<file path="config.mk">
export PLATFORM = sky130hd
export DESIGN_NAME = fetch_ctrl
export DESIGN_NICKNAME = d
export VERILOG_FILES = /design/src/rtl/fetch_ctrl.sv
export SDC_FILE = /design/constraint.sdc
export NUM_CORES = 1
export LEC_CHECK = 0
export ABC_AREA = 1
export CAP_MARGIN = 20
export CORE_ASPECT_RATIO = 1.25
export CORE_UTILIZATION = 52
export CTS_CLUSTER_SIZE = 20
export DETAILED_ROUTE_END_ITERATION = 16
export GPL_ROUTABILITY_DRIVEN = 0
export PLACE_DENSITY = 0.82
export SLEW_MARGIN = 20
export SYNTH_ARGS = -nofsm -noshare
export SYNTH_HDL_FRONTEND = slang
export SYNTH_SLANG_ARGS = --single-unit
</file>
<file path="constraint.sdc">
create_clock -name clk -period 2.14 [get_ports clk]
set_clock_uncertainty 0.2 [all_clocks]
set_input_delay 0.214 -clock clk [delete_from_list [all_inputs] [get_ports clk]]
set_output_delay 0.214 -clock clk [all_outputs]
set_load 0.05 [all_outputs]
</file>
<file path="src/rtl/fetch_ctrl.sv">
`default_nettype none
// ============================================================================
// Module   : fetch_ctrl
// Purpose  : Fetch-stage sequencer for a variable-latency instruction memory.
//            Issues one request per instruction, stalls the PC until the word
//            returns, delivers word and PC to decode via registered outputs
//            with a one-entry skid buffer, and drops in-flight responses on
//            an execute-stage redirect.
// Revision : 1.0  initial release
// ============================================================================
module fetch_ctrl #(
    parameter logic [31:0] RESET_NOP = 32'h00000013
) (
    input  logic        clk,
    input  logic        reset,
    input  logic [31:0] PCF,
    input  logic        RedirectE,
    input  logic        StallD,
    output logic        imem_req,
    output logic [31:0] imem_addr,
    input  logic        imem_ack,
    input  logic [31:0] imem_rdata,
    output logic        StallF,
    output logic [31:0] InstrD,
    output logic [31:0] PCD,
    output logic        InstrValidD
);

    typedef enum logic [1:0] {
        IDLE = 2'd0,
        WAIT = 2'd1,
        HOLD = 2'd2,
        DROP = 2'd3
    } state_t;

    state_t      state_q, state_d;
    logic [31:0] req_pc_q, req_pc_d;
    logic [31:0] skid_instr_q, skid_instr_d;
    logic [31:0] skid_pc_q, skid_pc_d;
    logic [31:0] instr_q, instr_d;
    logic [31:0] pcd_q, pcd_d;
    logic        valid_q, valid_d;

    // Delivery of a word to decode on this edge, and where it comes from
    logic        deliver;
    logic [31:0] deliver_instr;
    logic [31:0] deliver_pc;

    // The memory always sees the live PC; imem_req qualifies it
    assign imem_addr = PCF;

    // Next-state, request strobe and delivery selection
    always_comb begin
        state_d       = state_q;
        req_pc_d      = req_pc_q;
        skid_instr_d  = skid_instr_q;
        skid_pc_d     = skid_pc_q;
        imem_req      = 1'b0;
        deliver       = 1'b0;
        deliver_instr = imem_rdata;
        deliver_pc    = req_pc_q;

        case (state_q)
            IDLE: begin
                if (!RedirectE) begin
                    imem_req = 1'b1;
                    req_pc_d = PCF;
                    state_d  = WAIT;
                end
            end
            WAIT: begin
                if (imem_ack) begin
                    if (RedirectE) begin
                        state_d = IDLE;
                    end else if (!StallD) begin
                        deliver = 1'b1;
                        state_d = IDLE;
                    end else begin
                        skid_instr_d = imem_rdata;
                        skid_pc_d    = req_pc_q;
                        state_d      = HOLD;
                    end
                end else if (RedirectE) begin
                    state_d = DROP;
                end
            end
            HOLD: begin
                // Any ack seen here is a stray response and is ignored
                if (RedirectE) begin
                    state_d = IDLE;
                end else if (!StallD) begin
                    deliver       = 1'b1;
                    deliver_instr = skid_instr_q;
                    deliver_pc    = skid_pc_q;
                    state_d       = IDLE;
                end
            end
            DROP: begin
                if (imem_ack) begin
                    state_d = IDLE;
                end
            end
            default: state_d = IDLE;
        endcase

        if (reset) begin
            imem_req = 1'b0;
        end
    end

    // PC may advance on a redirect or on the edge that hands a word to decode
    assign StallF = reset
                  | ~( RedirectE
                     | ((state_q == WAIT) & imem_ack & ~StallD)
                     | ((state_q == HOLD) & ~StallD) );

    // Decode-facing output registers: flush beats stall, stall holds, idle bubbles
    always_comb begin
        instr_d = instr_q;
        pcd_d   = pcd_q;
        valid_d = valid_q;
        if (RedirectE) begin
            instr_d = RESET_NOP;
            valid_d = 1'b0;
        end else if (deliver) begin
            instr_d = deliver_instr;
            pcd_d   = deliver_pc;
            valid_d = 1'b1;
        end else if (!StallD) begin
            instr_d = RESET_NOP;
            valid_d = 1'b0;
        end
    end

    // State and datapath registers with synchronous reset
    always_ff @(posedge clk) begin
        if (reset) begin
            state_q      <= IDLE;
            req_pc_q     <= 32'd0;
            skid_instr_q <= 32'd0;
            skid_pc_q    <= 32'd0;
            instr_q      <= RESET_NOP;
            pcd_q        <= 32'd0;
            valid_q      <= 1'b0;
        end else begin
            state_q      <= state_d;
            req_pc_q     <= req_pc_d;
            skid_instr_q <= skid_instr_d;
            skid_pc_q    <= skid_pc_d;
            instr_q      <= instr_d;
            pcd_q        <= pcd_d;
            valid_q      <= valid_d;
        end
    end

    assign InstrD      = instr_q;
    assign PCD         = pcd_q;
    assign InstrValidD = valid_q;

endmodule
`default_nettype wire

</file>
Word level (Yosys, flattened, before mapping)
Index checks and enable logic that the tools add are counted.
{"block": "word_totals", "regBits": 163, "latch_bits": 0, "mem_bits_rw": 0, "rom_bits": 0, "inputBits": 69, "out_inout_bits": 99, "word_cells": 54, "memories": 0}
{"block": "classes", "n_addsub": 0, "n_mul": 0, "n_div": 0, "order_cmp": 0, "eq_ne": 8, "shift": 0, "mux": 24, "bitwise_logic": 9, "reduce_logical": 6}
{"operator": "32-bit two-way mux", "n": 6}
{"operator": "2-bit two-way mux", "n": 8}
{"operator": "1-bit two-way mux", "n": 8}
{"operator": "2-bit one-hot mux with 4 select lines", "n": 1}
{"operator": "3-bit != test (second input constant)", "n": 2}
{"operator": "2-bit == test (second input constant)", "n": 2}
{"operator": "2-bit != test (second input constant)", "n": 2}
{"operator": "2-bit AND reduction", "n": 2}
{"operator": "4-bit AND reduction", "n": 1}
{"operator": "1-bit AND", "n": 3}
{"operator": "1-bit NOT", "n": 3}
{"operator": "1-bit bitwise OR", "n": 3}
{"operator": "3-bit AND reduction", "n": 1}
{"operator": "2-bit by 1-bit == test with 1-bit output (second input constant)", "n": 1}
{"operator": "2-bit zero test", "n": 1}
{"operator": "2-bit by 1-bit != test with 1-bit output (second input constant)", "n": 1}
{"operator": "1-bit one-hot mux with 2 select lines", "n": 1}
{"operator": "2-bit OR reduction", "n": 1}

Longest topological paths before layout
Gate-level depths: netlist of run 1.
{"block": "depth", "word_depth": 7, "mapped_depth": 10}

Worst setup path before layout of run 1
Ideal clock, no wire load.
{"block": "synth_timing", "kind": "register to output", "start": "register state_q[0]", "end": "output port StallF", "arrival_time_ns": 1.558, "path_slack_ns": 0.168, "stages_incl_launch_ff": 8, "path_buffers": 2, "cell_sequence": "dfxtp_1 inv_1 ha_1 inv_1 buf_2 buf_2 o211ai_1 nand3_1"}
{"block": "synth_via", "elab_chain_len": 7}
{"item": "from (decl)", "line_no": "36", "source": "state_t state_q, state_d;"}
{"item": "from (signal assigned)", "line_no": "146", "source": "state_q <= state_d;"}
{"item": "2-bit by 1-bit == test with 1-bit output", "line_no": "114", "source": "| ((state_q == WAIT) & imem_ack & ~StallD)"}
{"item": "1-bit AND (2 in series)", "line_no": "114"}
{"item": "1-bit bitwise OR", "line_no": "114"}
{"item": "1-bit bitwise OR *", "line_no": "115", "source": "| ((state_q == HOLD) & ~StallD) );"}
{"item": "1-bit NOT *", "line_no": "113", "source": "| ~( RedirectE"}
{"item": "1-bit bitwise OR *", "line_no": "113"}
{"item": "to (decl)", "line_no": "23", "source": "output logic StallF,"}
Every way passes the cells marked *; elsewhere a longest branch is shown, timed or not.

Worst setup path after layout of run 1
{"block": "layout_timing", "start": "register state_q[0]", "end": "output port imem_req"}
{"block": "layout_via", "elab_chain_len": 3}
{"item": "2-bit zero test", "line_no": "63", "source": "case (state_q)"}
{"item": "1-bit two-way mux", "line_no": "63"}
{"item": "1-bit two-way mux", "line_no": "106", "source": "if (reset) begin"}
{"item": "to (decl)", "line_no": "19", "source": "output logic imem_req,"}
No other way between the ends.

==> impl_metrics.yaml, run 1 <==
placed_design:
  dp.final_hpwl_mm: 12.1
  portBuffers: 167
  place_inst: 1474
floorplan:
  initial_core_util_pct: 53.2
  top_level_ports: 168
  die_w_um: 113
  rows: 50
  die_area_um2: 15900
  design.core.area_um2: 15000
  fp.dieH_um: 141
synthesis:
  yosysUniqueCellTypes: 21
  ys_seq_area_share_pct: 40.8
  avgSynthCellArea_um2: 6.58
  synth.cell_area_um2: 7990
  synth_cells: 1215
  ys_seq_elements: 163
  yosysWarnings: 0
  synth_nets: 1289
grt:
  grt_start_max_net_pins: 59
  grt.overflow.total: 0
  grt_pass1_vias: 6727
  grt_usage_pct: 24.4
  grt_pass1_wl_mm: 31.1
  antenna_found_initial: 0
route:
  routed-wl-met2_mm: 9.20
  wl_per_cell_um: 12.7
  met1Wirelength_mm: 8.63
  dr.pass1.iters: 5
  top_layer: "met4"
  wl_mm: 19.1
  postRouteAntennaNets: 0
  drc_errors: 0
  vias_per_cell: 5.09
  wl_met3_um: 963
  initialDrtViolationCount: 558
  via_count: 7670
critical_path:
  crit_buf_inv: 2
  slowest_stage: "dfxtp_1"
  cp_max_fo: 4
  startpoint_type: "flip-flop"
  crit_end: "imem_req"
  cp_data_arrival_time_ns: 1.68
  path_cells: "inv_1 -> ha_1 -> nand2_1 -> nor2_1 -> buf_12"
  critPathRequiredTime_ns: 1.73
  end_kind: "primary output"
  critical_path.top_delay_family: "simple AND/OR/NAND/NOR gates"
  reg2reg_depth: 8
  ff2ff_setup_slack_ns: 0.18
  slowest_delay_ns: 0.35
  startpoint: "state_q[0]$_SDFFE_PP0P_"
  r2r-end: "PCD[3]$_SDFFE_PP0P_"
  cp.depth: 5
  criticalPathCategory: "flip-flop to primary output"
  rr_startpoint: "state_q[0]$_SDFFE_PP0P_"
clocking:
  clk_latency_ns: 0.44
  cts_tree: "yes"
  cts_buffer_depth: 2
  htreeDepth: 4
  cts_root_buf: "clkbuf_16"
  cts_hold_buffers: 0
  clk_pin_slew_worst_paths_ns: 0.06
  numCtsBuffers: 17
  cts.sinks: 163
timing:
  hold_viol_final: 0
  timing.final.crit_share_pct: 97.9
  slew_violations: 0
  finalSetupViolCount: 0
  maxSlewHeadroom_pct: 61.2
  layout_min_cycle_time_ns: 2.10
  worst_pin_slew_ns: 0.580
  whs_ns: 0.0292
  max_freq_mhz: 477
power:
  p_leak_nw: 4.24
  vdd_drop_max_uv: 607
  power.density_nw_per_um2: 962
cells_and_area:
  regArea_um2: 3260
  syn2layout_area_growth_pct: 26.2
  final_common_cell: "nand2_1"
  mostFrequentLayoutCells: "327 x nand2_1, 173 x o21ai_0, 163 x dfxtp_1"
  num_antenna_cells: 0
  fin_nets: 1385
  n_fill_cell: 1333
  layout-drive-gt1-share_pct: 7.55
  layoutNonFillerInstCount: 1506
  multi_input_area_um2: 3690
min_path:
  hp-class: "input pin to flip-flop"
run_status:
  outcome: "finished clean"
flow_run:
  drv_cap: 0
==> final cells by class <==
cell class	count	area share, %
flip-flops and latches	163	32.4
repair buffers	194	19.2
clock buffers	23	4.54
well taps	182	2.26
multi-input cells	830	36.6
inverters	105	3.93
clock inverters	9	1.05
==> cell usage after synthesis <==
cell	number	share of area, %
nand2_1	327	15
o21ai_0	173	11
dfxtp_1	163	41
nor2_1	137	6.4
inv_1	103	4.8
a21oi_1	96	6.0
clkbuf_1	38	1.8
buf_4	37	3.5
buf_2	36	2.3
nand3_1	34	2.1
and2_1	32	2.5
o21ai_1	20	1.3
buf_6	5	0.70
ha_1	5	0.78
or2_2	3	0.23
clkbuf_2	1	0.063
clkinv_2	1	0.063
inv_2	1	0.047
nand3_2	1	0.13
nor2_4	1	0.14
o211ai_1	1	0.094
==> registers in the layout, summed over array words and instances (netlist names) <==
name	count
InstrD	32
PCD	32
skid_instr_q	32
req_pc_q	32
InstrValidD	1
state_q	2
skid_pc_q	32
==> per-layer routing <==
| layer | vias to the layer above | GRT usage, % |
|---|---|---|
| met3 | 24 | 5.29 |
| met2 | 223 | 42.3 |
| met1 | 3439 | 29.8 |
| li1 | 3984 | - |
| met5 | - | 0 |
| met4 | 0 | 8.45 |
==> worst register-to-register path, delay by kind of cell, from the launching register on <==
family                   cells  cell delay, ns
AND/OR/NAND/NOR              5            0.54
flip-flops                   1            0.40
buffers and inverters        2            0.38
adder cells (fa/ha/maj)      1            0.34
==> logic make-up after synthesis <==
family	count (synthesis)	synth area share [%]
flip-flops	163	40.8
buffers and inverters	222	13.2
AO/OA/AOI/OAI	290	18.2
AND/OR/NAND/NOR	535	26.9
adder cells (fa/ha/maj)	5	0.783
==> through the flow <==
| stage | area, um^2 | power, W | setup slack (ns) | utilization [%] | setup TNS [ns] |
|---|---|---|---|---|---|
| after floorplan | 7990 | 0.00587 | 0.168 | - | 0 |
| after global routing | 10100 | 0.0102 | -0.00801 | 67.2 | -0.00801 |
| after detailed placement | 9510 | 0.00677 | 0.0971 | 63.3 | 0 |
| final | 10100 | 0.00970 | 0.0449 | 67.2 | 0 |
| after global placement | 9510 | 0.00670 | 0.166 | 63.3 | 0 |
| after CTS | 10100 | 0.00971 | 0.0557 | 67.1 | 0 |
==> power breakdown <==
group / leakage, nW / total [W] / internal (W) / switching (W)
sequential: 1.33 / 0.00371 / 0.00347 / 0.000233
clock: 0.267 / 0.00295 / 0.00174 / 0.00121
combinational: 2.65 / 0.00304 / 0.00107 / 0.00197
==> worst min-delay path by stage <==
| stage | startpoint | slack [ns] | endpoint | cells past startpoint |
|---|---|---|---|---|
| floorplan | reset | 0.14 | InstrD[0]$_SDFFE_PP1P_ | 2 |
| global placement | skid_pc_q[9]$_SDFFE_PP0P_ | 0.23 | skid_pc_q[9]$_SDFFE_PP0P_ | 2 |
| detailed placement | skid_pc_q[31]$_SDFFE_PP0P_ | 0.24 | skid_pc_q[31]$_SDFFE_PP0P_ | 2 |
| CTS | StallD | 0.01 | InstrD[25]$_SDFFE_PP0P_ | 3 |
| global route | StallD | 0.04 | InstrD[25]$_SDFFE_PP0P_ | 3 |
| finish | StallD | 0.03 | InstrD[25]$_SDFFE_PP0P_ | 3 |
==> repair_timing <==
item	4_1_cts	5_1_grt
resized for setup	0	2
buffers inserted	0	0
setup endpoints to repair	0	1
No activity file was read; power rests on OpenSTA's default activity.
==> inputs of run 2 (changes only) <==
==> constraint.sdc (replaced) <==
create_clock -name clk -period 2.14 [get_ports clk]
set_clock_uncertainty 0.2 [all_clocks]
set_input_delay 0.214 -clock clk [delete_from_list [all_inputs] [get_ports clk]]
set_output_delay 0.214 -clock clk [all_outputs]
set_load 0.1 [all_outputs]
==> impl_metrics.yaml, run 2 (synthesized netlist as in run 1, its figures left out) <==
clocking:
  numCtsBuffers: 17
  clk_latency_ns: 0.42
  cts_buffer_depth: 2
  cts_setup_buffers: 0
  cts_root_buf: "clkbuf_16"
  cts_hold_buffers: 0
  clk_pin_slew_worst_paths_ns: 0.06
  cts_tree: "yes"
  htreeDepth: 4
  cts.sinks: 163
power:
  vdd_drop_max_uv: 578
  switching_share_pct: 38.2
  fin_total_pwr_w: 0.0102
  power.switching_w: 0.00390
  combPwrFrac_pct: 34.7
  power.density_nw_per_um2: 992
  power_frac_seq_pct: 36.3
  p_leak_nw: 4.50
  intPower_w: 0.00631
  clkPwrFrac_pct: 29.0
grt:
  antenna_found_initial: 0
  grt_start_max_net_pins: 124
  grt_pass1_vias: 6920
  grt_pass1_wl_mm: 31.6
  grt.overflow.total: 0
  grt_usage_pct: 24.3
critical_path:
  cp_data_arrival_time_ns: 1.63
  cp_max_fo: 4
  rr_startpoint: "state_q[1]$_SDFFE_PP0P_"
  critPathRequiredTime_ns: 1.73
  startpoint_type: "flip-flop"
  ff2ff_setup_slack_ns: 0.25
  reg2reg_depth: 8
  r2r-end: "PCD[28]$_SDFFE_PP0P_"
  end_kind: "primary output"
  criticalPathCategory: "flip-flop to primary output"
cells_and_area:
  num_antenna_cells: 0
  layout-drive-gt1-share_pct: 12.8
  final_area_um2: 10300
  syn2layout_area_growth_pct: 28.9
  fin_nets: 1384
  multi_input_area_um2: 3710
  regArea_um2: 3260
  finish.utilization_pct: 68.6
  final_common_cell: "nand2_1"
  mostFrequentLayoutCells: "327 x nand2_1, 173 x o21ai_0, 162 x dfxtp_1"
  n_fill_cell: 1313
route:
  drc_errors: 0
  postRouteAntennaNets: 0
  vias_per_cell: 5.10
  top_layer: "met4"
  met1Wirelength_mm: 8.45
  initialDrtViolationCount: 603
  via_count: 7674
  dr.pass1.iters: 5
  routed-wl-met2_mm: 9.30
  wl_per_cell_um: 12.7
  wl_met3_mm: 1.05
  wl_mm: 19.1
timing:
  layout_min_cycle_time_ns: 2.04
  timing.final.crit_share_pct: 95.5
  max_freq_mhz: 489
  maxSlewHeadroom_pct: 69.3
  whs_ns: 0.208
  finalSetupViolCount: 0
  slew_violations: 0
  hold_viol_final: 0
  worst_pin_slew_ns: 0.460
  tns_ns: 0
  rsz0062_at_grt: "no"
floorplan:
  design.core.area_um2: 15000
  fp.dieH_um: 141
  rows: 50
  initial_core_util_pct: 53.2
  top_level_ports: 168
  die_w_um: 113
  die_area_um2: 15900
placed_design:
  dp.final_hpwl_mm: 12.3
  post_dp_cell_area_um2: 9710
  portBuffers: 167
min_path:
  min_from: "StallD"
  hold-path-cell-count: 4
  min_to: "InstrD[5]$_SDFFE_PP0P_"
  hp-class: "input pin to flip-flop"
run_status:
  outcome: "finished clean"
flow_run:
  drv_cap: 0
## run 2: metal layers
layer	track usage [%]	up-vias
li1	-	3981
met1	29.5	3463
met2	42.9	210
met3	5.07	20
met4	7.76	0
met5	0	-
## run 2: worst max-delay path: stages (launching register included)
cell and delay (ns):
dfxtp_2 0.34, inv_1 0.14, ha_1 0.21, nand2_1 0.15
nor2_4 0.18, buf_12 0.19
## run 2: how the worst max path moves through the flow
stage,start,endpoint,slack (ns)
3_3_place_gp,RedirectE,PCD[28]$_SDFFE_PP0P_,0.24
4_1_cts,state_q[0]$_SDFFE_PP0P_,StallF,0.05
3_5_place_dp,RedirectE,PCD[23]$_SDFFE_PP0P_,0.18
5_1_grt,state_q[0]$_SDFFE_PP0P_,imem_req,0.02
2_1_floorplan,state_q[0]$_SDFFE_PP0P_,imem_req,0.06
6_report,state_q[0]$_SDFFE_PP0P_,imem_req,0.1
## run 2: area by class of cell
cell class,instances,area share (%)
well taps,182,2.21
clock inverters,12,1.30
multi-input cells,830,36.0
repair buffers,193,20.7
flip-flops and latches,163,31.7
inverters,105,3.90
clock buffers,19,4.20
## run 2: power groups by stage
stage	Sequential [W]	Clock [W]	Combinational, W
2_1_floorplan	0.00424	0	0.00206
3_3_place_gp	0.00375	0	0.00344
3_5_place_dp	0.00376	0	0.00351
4_1_cts	0.00371	0.00299	0.00354
5_1_grt	0.00376	0.00311	0.00390
6_report	0.00371	0.00296	0.00354
## run 2: what timing repair did
item	in CTS	in global routing
endpoints found under the setup margin	1	1
gates resized for setup	3	2
hold endpoints to repair	0	0
pin swaps	0	0
## run 2: through the flow
| stage | std cells | worst slack, ns |
|---|---|---|
| floorplan | 1215 | 0.0640 |
| global placement | 1473 | 0.237 |
| detailed placement | 1473 | 0.177 |
| CTS | 1504 | 0.0495 |
| global route | 1504 | 0.0156 |
| finish | 1504 | 0.0957 |
==> inputs of run 3 (changes only) <==
--- a/config.mk
+++ b/config.mk
@@ -8,11 +8,11 @@
 export ABC_AREA = 1
 export CAP_MARGIN = 20
 export CORE_ASPECT_RATIO = 1.25
-export CORE_UTILIZATION = 52
+export CORE_UTILIZATION = 35
 export CTS_CLUSTER_SIZE = 20
 export DETAILED_ROUTE_END_ITERATION = 16
 export GPL_ROUTABILITY_DRIVEN = 0
-export PLACE_DENSITY = 0.82
+export PLACE_DENSITY = 0.59
 export SLEW_MARGIN = 20
 export SYNTH_ARGS = -nofsm -noshare
 export SYNTH_HDL_FRONTEND = slang
==> impl_metrics.yaml, run 3 (synthesized netlist as in run 1, its figures left out) <==
route:
  vias_per_cell: 4.64
  initialDrtViolationCount: 368
  wl_per_cell_um: 12.5
  via_count: 7471
  dr.pass1.iters: 4
  postRouteAntennaNets: 0
  drc_errors: 0
  wl_mm: 20.2
min_path:
  hold-path-cell-count: 5
  hp-class: "input pin to flip-flop"
floorplan:
  die_area_um2: 23400
  die_w_um: 137
  top_level_ports: 168
  initial_core_util_pct: 35.8
  fp.dieH_um: 171
  rows: 61
  design.core.area_um2: 22300
power:
  power.switching_w: 0.00407
  intPower_w: 0.00639
  p_leak_nw: 4.55
  combPwrFrac_pct: 34.0
  vdd_drop_max_uv: 573
  power.density_nw_per_um2: 993
  clkPwrFrac_pct: 30.6
  switching_share_pct: 38.9
  power_frac_seq_pct: 35.4
clocking:
  clk_pin_slew_worst_paths_ns: 0.07
  cts.sinks: 163
  numCtsBuffers: 17
  cts_buffer_depth: 2
  cts_root_buf: "clkbuf_16"
  cts_tree: "yes"
  clk_latency_ns: 0.43
  htreeDepth: 4
cells_and_area:
  layout-drive-gt1-share_pct: 13.6
  n_fill_cell: 2283
  final_common_cell: "nand2_1"
  layoutNonFillerInstCount: 1611
  mostFrequentLayoutCells: "326 x nand2_1, 173 x o21ai_0, 161 x dfxtp_1"
  syn2layout_area_growth_pct: 31.7
  num_antenna_cells: 0
  regArea_um2: 3270
  final_area_um2: 10500
  fin_nets: 1389
  multi_input_area_um2: 3700
critical_path:
  cp_data_arrival_time_ns: 1.63
  reg2reg_depth: 8
  criticalPathCategory: "flip-flop to primary output"
  critPathRequiredTime_ns: 1.73
  end_kind: "primary output"
  startpoint_type: "flip-flop"
  cp_max_fo: 8
grt:
  top_usage_layer: "met2"
  antenna_found_initial: 0
  use_met1_pct: 22.8
  grt_usage_pct: 17.7
  grtUsageMet2_pct: 29.0
  grt.overflow.total: 0
  grtUsageMet3_pct: 4.00
  grt_pass1_wl_mm: 33.1
  grt_pass1_vias: 6815
  grt_start_max_net_pins: 75
placed_design:
  place_inst: 1576
  portBuffers: 167
  post_dp_cell_area_um2: 9870
  dp.final_hpwl_mm: 13.0
timing:
  finalSetupViolCount: 0
  worst_pin_slew_ns: 0.411
  max_freq_mhz: 489
  rsz0062_at_grt: "no"
  layout_min_cycle_time_ns: 2.04
  timing.final.crit_share_pct: 95.5
  slew_violations: 0
  maxSlewHeadroom_pct: 72.6
  tns_ns: 0
  hold_viol_final: 0
flow_run:
  drv_cap: 0
run_status:
  outcome: "finished clean"
[run 3: changes by cell type in the layout (fill, tap and decap cells not counted), moves of 2 or more]
cell        previous run  this run
buf_4                 85        87
clkbuf_1               2         0
clkinv_2               4         2
clkinv_8               0         2
clkinvlp_4             5         2
inv_1                101        99
inv_2                  1         4
inv_6                  3         6
inv_8                  0         2
[run 3: worst paths after layout]
path	end	slack, ns	from
setup / recovery	imem_req	0.1	state_q[1]$_SDFFE_PP0P_
hold / removal	skid_instr_q[11]$_SDFFE_PP0P_	0.08	StallD
setup reg to reg	PCD[24]$_SDFFE_PP0P_	0.28	state_q[1]$_SDFFE_PP0P_
hold reg to reg	skid_pc_q[31]$_SDFFE_PP0P_	0.25	skid_pc_q[31]$_SDFFE_PP0P_
[run 3: power by group through the flow]
stage | Sequential [W] | Clock (W) | Combinational [W]
5_1_grt | 0.00375 | 0.00339 | 0.00396
2_1_floorplan | 0.00424 | 0 | 0.00206
6_report | 0.00370 | 0.00320 | 0.00355
4_1_cts | 0.00370 | 0.00327 | 0.00358
3_3_place_gp | 0.00376 | 0 | 0.00351
3_5_place_dp | 0.00376 | 0 | 0.00355
[run 3: metal layers]
layer | wire [um] | share of wire, %
met5 | 0 | 0
met4 | 312 | 1.5
met3 | 1070 | 5.3
met2 | 9290 | 46
met1 | 9480 | 47
[run 3: stage by stage]
step	power, W	hold WS [ns]	utilization (%)	setup WS (ns)
finish	0.0105	0.0799	47.2	0.0957
global route	0.0111	0.130	47.2	0.0266
CTS	0.0106	0.0586	47.1	0.00295
detailed placement	0.00731	0.237	44.3	0.109
global placement	0.00726	0.235	44.3	0.142
floorplan	0.00630	0.141	-	0.0640
[run 3: layout make-up]
type,count,area share (%)
Tap cell,283,3.37
Clock inverter,15,1.82
Sequential cell,163,31.0
Inverter,105,3.77
Multi-Input combinational cell,830,35.2
Timing Repair Buffer,198,20.8
Clock buffer,17,4.04
[run 3: what timing repair did]
| action | CTS | global route |
|---|---|---|
| hold buffers | 1 | 0 |
| gates resized for setup | 3 | 3 |
| pin swaps | 0 | 1 |
| endpoints found under the hold margin | 1 | 0 |
| setup buffers | 0 | 2 |
| endpoints found under the setup margin | 2 | 2 |
[run 3: critical path, stage by stage (launching register included)]
cell and delay [ns]:
dfxtp_2 0.35, inv_2 0.08, ha_1 0.19, nand2_2 0.09, buf_4 0.17, nor2_2 0.13, buf_12 0.19
